<file path="src/rtl/inst_encoder.sv">
// RISC-V instruction packer: decoded fields + immediate -> 32-bit word, with a
// representability check and a 2-entry output buffer behind valid/ready.
package inst_encoder_pkg;
    typedef enum logic [2:0] {
        R_TYPE = 3'd0,
        I_TYPE = 3'd1,
        S_TYPE = 3'd2,
        B_TYPE = 3'd3,
        U_TYPE = 3'd4,
        J_TYPE = 3'd5
    } inst_format_e;
endpackage

module inst_encoder #(
    parameter int CNT_W = 16
) (
    input  logic                              clk,
    input  logic                              rst,
    input  logic                              in_valid,
    output logic                              in_ready,
    input  inst_encoder_pkg::inst_format_e    in_format,
    input  logic [6:0]                        in_opcode,
    input  logic [4:0]                        in_rd,
    input  logic [4:0]                        in_rs1,
    input  logic [4:0]                        in_rs2,
    input  logic [2:0]                        in_funct3,
    input  logic [6:0]                        in_funct7,
    input  logic [31:0]                       in_imm,
    output logic                              out_valid,
    input  logic                              out_ready,
    output logic [31:0]                       out_inst,
    output logic                              out_err,
    output logic [CNT_W-1:0]                  enc_count,
    output logic [CNT_W-1:0]                  err_count
);
    import inst_encoder_pkg::*;

    logic signed [31:0] simm;
    logic [31:0]        enc;
    logic               err;

    assign simm = in_imm;

    always_comb begin
        enc = {in_funct7, in_rs2, in_rs1, in_funct3, in_rd, in_opcode};
        err = 1'b0;
        case (in_format)
            I_TYPE: begin
                enc = {in_imm[11:0], in_rs1, in_funct3, in_rd, in_opcode};
                err = (simm < -2048) || (simm > 2047);
            end
            S_TYPE: begin
                enc = {in_imm[11:5], in_rs2, in_rs1, in_funct3, in_imm[4:0], in_opcode};
                err = (simm < -2048) || (simm > 2047);
            end
            B_TYPE: begin
                enc = {in_imm[12], in_imm[10:5], in_rs2, in_rs1, in_funct3,
                       in_imm[4:1], in_imm[11], in_opcode};
                err = (simm < -4096) || (simm > 4094) || in_imm[0];
            end
            U_TYPE: begin
                enc = {in_imm[31:12], in_rd, in_opcode};
                err = (in_imm[11:0] != 12'd0);
            end
            J_TYPE: begin
                enc = {in_imm[20], in_imm[10:1], in_imm[11], in_imm[19:12], in_rd, in_opcode};
                err = (simm < -1048576) || (simm > 1048574) || in_imm[0];
            end
            default: ;
        endcase
    end

    // Each entry holds {err, inst}; rd_ptr is the head that drives the outputs.
    logic [1:0][32:0] buf_q;
    logic             rd_ptr, wr_ptr;
    logic [1:0]       count;
    logic             push, pop;

    assign in_ready  = (count < 2'd2);
    assign out_valid = (count != 2'd0);
    assign push      = in_valid && in_ready;
    assign pop       = out_valid && out_ready;
    assign out_inst  = out_valid ? buf_q[rd_ptr][31:0] : 32'd0;
    assign out_err   = out_valid ? buf_q[rd_ptr][32]   : 1'b0;

    always_ff @(posedge clk) begin
        if (rst) begin
            buf_q     <= '0;
            rd_ptr    <= 1'b0;
            wr_ptr    <= 1'b0;
            count     <= 2'd0;
            enc_count <= '0;
            err_count <= '0;
        end else begin
            if (push) begin
                buf_q[wr_ptr] <= {err, enc};
                wr_ptr        <= ~wr_ptr;
                enc_count     <= enc_count + CNT_W'(1);
                if (err)
                    err_count <= err_count + CNT_W'(1);
            end
            if (pop)
                rd_ptr <= ~rd_ptr;
            count <= count + {1'b0, push} - {1'b0, pop};
        end
    end
endmodule

</file>
<file path="config.mk">
export PLATFORM = sky130hd
export DESIGN_NAME = inst_encoder
export DESIGN_NICKNAME = d
export VERILOG_FILES = /design/src/rtl/inst_encoder.sv
export SDC_FILE = /design/constraint.sdc
export NUM_CORES = 1
export LEC_CHECK = 0
export CAP_MARGIN = 10
export CORE_MARGIN = 2
export CORE_UTILIZATION = 63
export CTS_CLUSTER_SIZE = 12
export DETAILED_ROUTE_END_ITERATION = 8
export DONT_BUFFER_PORTS = 1
export PLACE_DENSITY_LB_ADDON = 0.25
export SLEW_MARGIN = 20
export SYNTH_ARGS = -nofsm -noshare
export SYNTH_HDL_FRONTEND = slang
export SYNTH_SLANG_ARGS = --single-unit
</file>
<file path="constraint.sdc">
create_clock -name clk -period 2.8 [get_ports clk]
set_input_delay 0.56 -clock clk [delete_from_list [all_inputs] [get_ports clk]]
set_output_delay 0.56 -clock clk [all_outputs]
set_load 0.01 [all_outputs]
</file>
* Yosys cells after proc, flatten, opt, wreduce, memory -nomap -nowiden
Cells that the tools add are included.
Storage, ports and cells: bits in registers 102, output and inout port bits 67, logic and storage cells 49
Operators by class: add/subtract/negate cells 4, magnitude comparators 10, equality and inequality tests 5, muxes and demuxes 9, bitwise operators 2, reduce and logical (&&, ||, !) cells 12
Operators with widths (count):
- $pmux 32 s5 | 1
- $mux 33 | 3
- $bwmux 66 | 1
- $demux 33 s1 | 1
- $add 16x1->16 const B | 2
- $gt 32x12->1 const B | 1
- $gt 32x13->1 const B | 1
- $gt 32x21->1 const B | 1
- $lt 32x12->1 const B | 1
- $lt 32x13->1 const B | 1
- $lt 32x21->1 const B | 1
- $mux 32 | 1
- $reduce_bool 12->1 | 1
- $eq 3x2->1 const B | 2
- $eq 3x3->1 const B | 2
- $logic_or 1x1->1 | 5
- $lt 1x2->1 const B | 2
- $pmux 1 s4 | 1
- $eq 3x1->1 const B | 1
- $logic_and 1x1->1 | 3
- $add 2x1->2 | 1
- $lt 2x2->1 const B | 1
- $not 1->1 | 2
- $reduce_and 2->1 | 1
- other kinds (5) | 5

* Longest topological paths before layout
Gate-level depths: netlist of run 1.
depth after elaboration 5, depth in mapped cells 9

* Worst setup path before layout of run 1
Ideal clock, no wire load.
path kind input to register, from input port in_imm[25], to register err_count[8], setup time 0.121 ns, arrival time 2.304 ns, data required time 2.679 ns, slack 0.375 ns, stages 7, buffers on the path 0, cells stage by stage nor4_2 nand3_1 or3_1 a32oi_4 a21oi_2 nand4_1 mux2_2
Between the ends: word-level cells in the longest chain between the ends 5
RTL lines:
- from (decl) | RTL line 28 | input logic [31:0] in_imm,
- $lt 32x21->1 (tied with other cells) | RTL line 67 | err = (simm < -1048576) || (simm > 1048574) || in_imm[0];
- $logic_or 1x1->1, on equally long branches (2 in series) | RTL line 67, 59
- $pmux 1 s4 (*) | RTL line 47 | case (in_format)
- $reduce_and 2->1 (no line) (*)
- to (signal assigned) | RTL line 100 | err_count <= err_count + CNT_W'(1);
- to (decl) | RTL line 34 | output logic [CNT_W-1:0] err_count
Every way passes the cells marked *; elsewhere a longest branch is shown, timed or not. A chain may end at the register's enable or synchronous reset.

* Worst setup path in the final report of run 1
from register rd_ptr, to output port out_inst[24]
Between the ends: word-level cells in the longest chain between the ends 3
RTL lines:
- from (decl) | RTL line 75 | logic rd_ptr, wr_ptr;
- from (signal assigned) | RTL line 103 | rd_ptr <= ~rd_ptr;
- $mux 33 (2 in series)
- $mux 32 | RTL line 83 | assign out_inst = out_valid ? buf_q[rd_ptr][31:0] : 32'd0;
- to (decl) | RTL line 31 | output logic [31:0] out_inst,
Every way passes these cells. The select of a mux whose other input is x is not followed.

==> impl_metrics.toml, run 1 <==
[routing]
routed_wl_um = 12400
dr.pass1.iters = 4
ant_nets = 0
vias = 4324
avgRoutedWirePerCell_um = 17.5
drc_errors = 0
viasPerCell = 6.12
first_iter_violations = 174

[clock_network]
cts.sinks = 102
cts_root_buf = "clkbuf_8"
clk_latency_ps = 360
cts_hold_buffers = 0
cts_buffers = 9
cts_setup_buffers = 0
path_clk_slew_ps = 100
clk_path_buf_depth = 2
htreeDepth = 3
cts_resized = 0
tritoncts = "yes"

[global_route]
grtUsageTotal_pct = 28.0
use_met3_pct = 10.2
grt_pass1_wl_um = 19700
grt_pass1_vias = 4107
gr-usage-met1_pct = 34.1
antenna_found_initial = 0
busiest_layer = "met2"
grt_max_degree = 79
use_met2_pct = 47.6
grt_overflow_total = 0

[floorplan]
dieArea_um2 = 8820
core_um2 = 7770
die_w_um = 93.9
rows = 32
ioPinCount = 138
die_h_um = 93.9
start_util_pct = 65.6

[finish]
diodes = 0
fin_cells = 706
nets = 674
synthToLayoutAreaGrowth_pct = 5.04
drive_gt1_share_pct = 9.11

[timing]
rsz0062_at_grt = "no"
setup_viol = 0
timing.setup.tns_ps = 0
timing.final.crit_period_ps = 2340
relSlewSlack_pct = 46.4
clock_skew_ps = 9.55
final-max-slew-violation-count = 0
fmax_ghz = 0.427
post-route-period-util_pct = 83.6
worst_slew_pin_slew_ps = 803
whs_ps = 259
finalHoldViolations = 0

[worst_setup_path]
critPathBufInv = 1
worst-path-stages = 3
critical_path.cell_chain = "buf_4, mux2i_1, nor2_1"
required_ps = 2240
crit_path_top_delay_cell = "dfxtp_2"
slowest_delay_ps = 670
crit_path_start_kind = "flip-flop"
arrival_ps = 1780
reg2reg_depth = 5
cp_max_fo = 16
crit_path_end_kind = "output pin"
path_delay_family = "flip-flops"
crit_type = "reg2out"

[logic_synthesis]
yosysWarnings = 0
yosysSeqAreaShare_pct = 40.1
syn_avg_cell_area_um2 = 8.25
synthCells = 617
synth-edff-count = 0
yosysTopAreaCell = "dfxtp_1"
synth.area.top_cells = "dfxtp_1 40%, mux2i_1 10%, nor2_1 7.2%"
ys_types = 48
yosys.area.top_type_share_pct = 40.1
netlist_area_um2 = 5090
ys_ff_latch = 102
synth.top_cells.by_count = "102 x dfxtp_1, 98 x nor2_1, 74 x nand2_1"
synth.most_common_cell = "dfxtp_1"
ys.flop_type = "dfxtp_1"
async_flop_share_pct = 0
syn_nets = 692

[place]
dpl.cell_count = 690
hpwlAfterDp_um = 8790
portBuffers = 0
gp_congestion = 0.890

[pwr]
vdd_drop_max_v = 0.000319
powerDensity_nw_per_um2 = 651
p_leak_nw = 1.93

[hold_path]
min_path_type = "in2reg"
min_delay_path_depth = 1

[run]
max-cap-violations = 0

[outcome]
status = "completed"
cell usage in the layout, fill, tap and decap left out, types with 9 or more instances in the layout:
cell	Yosys	final
nor2_1	98	96
and3_1	9	9
a22o_1	13	13
clkbuf_8	0	10
nand4_1	13	13
o21ai_0	36	36
a21oi_1	44	43
nor2b_1	9	9
xnor2_1	11	11
inv_1	9	9
nand2_1	74	74
mux2i_1	53	53
buf_4	0	9
a211oi_1	23	23
mux2_2	9	9
dfxtp_1	102	101
area by class of cell:
class	instances	area (um^2)
fillers	678	2420
clock inverters	5	33.8
flip-flops and latches	102	2040
multi-input cells	466	2880
inverters	10	37.5
clock buffers	11	141
well taps	102	128
repair buffers	10	87.6
power by group:
part	switching (mW)	leakage [nW]	internal [mW]
clock network	0.505	0.0857	0.349
logic	0.533	1.02	0.343
registers	0.144	0.831	1.61
total	1.18	1.93	2.30
sequential cells by signal, indices dropped and copies added, names as in the netlist:
register,count
buf_q,66
wr_ptr,1
count,2
enc_count,16
err_count,16
rd_ptr,1
routing by layer:
metal  wire length, um  part of all wire [%]  vias to the layer above
met4               164                   1.3                        0
met5                 0                     0                        -
met2              6030                    49                      168
li1                  -                     -                     2122
met1              5030                    41                     2019
met3              1150                   9.3                       15
worst paths after layout:
kind / start / end / slack [ps]
setup / recovery: rd_ptr / out_inst[24] / 460
hold / removal: rst / buf_q[16] / 260
setup reg to reg: err_count[0] / err_count[14] / 680
hold reg to reg: buf_q[3] / buf_q[3] / 460
cell families (layout without fill, tap and decap cells):
family | after synthesis | after routing | share of synthesized area [%]
AOI/OAI and AO/OA | 136 | 136 | 17.2
xor gates and xnor gates | 19 | 19 | 3.27
adders and majority gates | 4 | 4 | 0.983
buffers and inverters | 49 | 36 | 3.66
DFF | 102 | 102 | 40.1
muxes | 64 | 64 | 13.0
and+or+nand+nor | 243 | 243 | 21.8
worst reg2reg max path: cells and delay by family, from the launching register on:
kind	cells	cell delay, ps
buffers and inverters	1	60
muxes	1	290
adders and majority gates	1	210
and+or+nand+nor	2	960
DFF	1	500
stage by stage:
step / area, um^2 / power [mW] / utilization (%) / setup WS (ps)
2_1_floorplan: 5090 / 2.46 / - / 375
3_3_place_gp: 5170 / 2.63 / 66.6 / 318
3_5_place_dp: 5170 / 2.66 / 66.6 / 277
4_1_cts: 5350 / 3.50 / 68.9 / 443
5_1_grt: 5350 / 3.66 / 68.9 / 368
6_report: 5350 / 3.48 / 68.9 / 460
No activity file was read; power rests on OpenSTA's default activity.
==> run 2, diff against run 1 <==
--- a/config.mk
+++ b/config.mk
@@ -5,9 +5,10 @@
 export SDC_FILE = /design/constraint.sdc
 export NUM_CORES = 1
 export LEC_CHECK = 0
+export ABC_AREA = 1
 export CAP_MARGIN = 10
 export CORE_MARGIN = 2
-export CORE_UTILIZATION = 63
+export CORE_UTILIZATION = 64
 export CTS_CLUSTER_SIZE = 12
 export DETAILED_ROUTE_END_ITERATION = 8
 export DONT_BUFFER_PORTS = 1
==> constraint.sdc (replaced) <==
create_clock -name clk -period 2.3 [get_ports clk]
set_input_delay 0.46 -clock clk [delete_from_list [all_inputs] [get_ports clk]]
set_output_delay 0.46 -clock clk [all_outputs]
set_load 0.01 [all_outputs]
==> impl_metrics.toml, run 2 <==
[logic_synthesis]
synthMuxAreaShare_pct = 1.49
synth.area.top_cells = "dfxtp_1 38%, inv_1 7.9%, nand2_1 7.7%"
synth_compound_area_share_pct = 23.0
synthXorXnorAreaFrac_pct = 2.60
async_flop_share_pct = 0
synthCells = 772
yosysSeqAreaShare_pct = 37.9
synth.most_common_cell = "inv_1"
yosysWarnings = 0
yosys.area.top_type_share_pct = 37.9
ys_ff_latch = 102
ys.flop_type = "dfxtp_1"
synth.top_cells.by_count = "113 x inv_1, 110 x nand2_1, 102 x dfxtp_1"
yosysTopAreaCell = "dfxtp_1"
synth_top_family_by_area = "compound AO/OA/AOI/OAI gates"
synth-edff-count = 0
syn_nets = 847
synthAdderAreaFrac_pct = 0.930
netlist_area_um2 = 5380
ys_types = 40
synthSimpleGateAreaFrac_pct = 22.4
syn_avg_cell_area_um2 = 6.97

[clock_network]
path_clk_slew_ps = 110
cts.sinks = 102
cts_buffers = 9
cts_root_buf = "clkbuf_8"
clk_path_buf_depth = 2
cts_hold_buffers = 0
htreeDepth = 3
clk_latency_ps = 360
cts_resized = 0
cts_setup_buffers = 0
tritoncts = "yes"

[timing]
finalHoldViolations = 0
rsz0062_at_grt = "no"
timing.setup.tns_ps = 0
post-route-period-util_pct = 93.2
final-max-slew-violation-count = 0
timing.final.crit_period_ps = 2140
relSlewSlack_pct = 64.8
clock_skew_ps = 20.7
setup_ws_ps = 157
fmax_ghz = 0.467
worst_slew_pin_slew_ps = 526
setup_viol = 0

[finish]
reg_top3 = "buf_q: 66 flops, enc_count: 16 flops, err_count: 16 flops"
largest-register = "buf_q"
stdcell_area_um2 = 5730
synthToLayoutAreaGrowth_pct = 6.41
final_util_pct = 70.1
diodes = 0
final_common_cell = "inv_1"
largest_register_ffs = 66
drive_gt1_share_pct = 10.4
final_cell_mix = "113 x inv_1, 110 x nand2_1, 101 x dfxtp_1"
nets = 846
fillers = 711

[worst_setup_path]
required_ps = 1840
crit_path_top_delay_cell = "dfxtp_2"
crit_path_start_kind = "flip-flop"
rr_endpoint = "err_count[14]"
crit_path_end_kind = "output pin"
r2r-start = "err_count[1]"
critical_path.cell_chain = "buf_4, o21ai_0, a21oi_1"
reg2reg_depth = 7
slowest_delay_ps = 490
cp_max_fo = 32
crit_type = "reg2out"
r2r_setup_slack_ps = 530
worstSetupStartpoint = "rd_ptr"
arrival_ps = 1680

[floorplan]
die_h_um = 95.7
core_um2 = 8180
dieArea_um2 = 9160
ioPinCount = 138
die_w_um = 95.7
rows = 33
start_util_pct = 65.9

[routing]
wl_met2_um = 7230
top_layer_used = "met5"
vias = 5168
dr_wl_met3_um = 1070
drc_errors = 0
first_iter_violations = 296
routed_wl_um = 14000
ant_nets = 0
viasPerCell = 5.87
avgRoutedWirePerCell_um = 15.9
dr.pass1.iters = 5
drt-met1-wl_um = 5570

[pwr]
clkPwrFrac_pct = 24.2
p_sw_mw = 1.82
powerDensity_nw_per_um2 = 840
intPower_mw = 2.99
p_comb_share_pct = 31.5
vdd_drop_max_v = 0.000519
p_leak_nw = 2.24
seqPwrFrac_pct = 44.3
total_power_mw = 4.81
netSwitchingFraction_pct = 37.8

[place]
gp_congestion = 1.01
hpwlAfterDp_um = 10500
placed_cell_area_um2 = 5530
place_ws_ps = 331
portBuffers = 0

[global_route]
grt_pass1_vias = 4927
grt_overflow_total = 0
grtUsageTotal_pct = 31.1
antenna_found_initial = 1
grt_max_degree = 40
grt_pass1_wl_um = 22400

[hold_path]
hp-start = "rst"
min_delay_path_depth = 1
hold_end = "err_count[6]"
min_path_type = "in2reg"

[run]
max-cap-violations = 0

[outcome]
status = "completed"
[run 2: cell count changes in the layout (fill, tap and decap cells not counted), moves of 10 or more]
cell / before / now
a211oi_1: 23 / 0
a22o_1: 13 / 0
buf_4: 9 / 24
inv_1: 9 / 113
o21ai_0: 36 / 80
a21oi_1: 43 / 81
o22ai_1: 0 / 33
nand2_1: 74 / 110
nor2_1: 96 / 72
nand3_1: 8 / 32
o211ai_1: 1 / 11
mux2i_1: 53 / 8
[run 2: logic make-up (layout without fill, tap and decap cells)]
kind of cell               Yosys count  after routing
muxes                                8              8
adders and majority gates            4              4
AOI/OAI and AO/OA                  222            222
xor gates and xnor gates            16             16
DFF                                102            102
buffers and inverters              156            160
and+or+nand+nor                    264            264
[run 2: how the worst max path moves through the flow]
stage	to	slack, ps	cells past startpoint
CTS	out_inst[22]	150	3
floorplan	err_count[0]	600	14
global placement	err_count[0]	360	13
global route	out_inst[15]	30	5
detailed placement	err_count[0]	330	13
finish	out_inst[26]	160	3
[run 2: power by group through the flow]
stage	Combinational (mW)	Sequential, mW	Clock (mW)
after floorplan	1.12	2.13	0
after global placement	1.46	2.16	0
after detailed placement	1.50	2.17	0
after CTS	1.51	2.13	1.18
after global routing	1.69	2.16	1.25
final	1.52	2.13	1.16
[run 2: final cells by class]
cell class / instances / area (um^2) / area share [%]
multi-input combinational: 514 / 2720 / 47.5
sequential: 102 / 2040 / 35.7
clock buffer: 9 / 124 / 2.16
tap: 105 / 131 / 2.29
timing repair buffer: 24 / 180 / 3.14
clock inverter: 7 / 78.8 / 1.38
inverter: 120 / 450 / 7.86
[run 2: through the flow]
step,hold WS (ps),instances
after floorplan,445,772
after global placement,460,865
after detailed placement,469,865
after CTS,134,881
after global routing,121,881
final,150,881
[run 2: routing by layer]
layer,GRT usage (%),vias to the layer above
met1,36.2,2410
met3,8.77,15
li1,-,2551
met2,55.0,190
met4,10.1,2
met5,0,-
[run 2: critical path: cells and delay by family (launching register included)]
kind,cells,cell delay (ps)
AOI/OAI and AO/OA,2,480
DFF,1,490
buffers and inverters,1,350
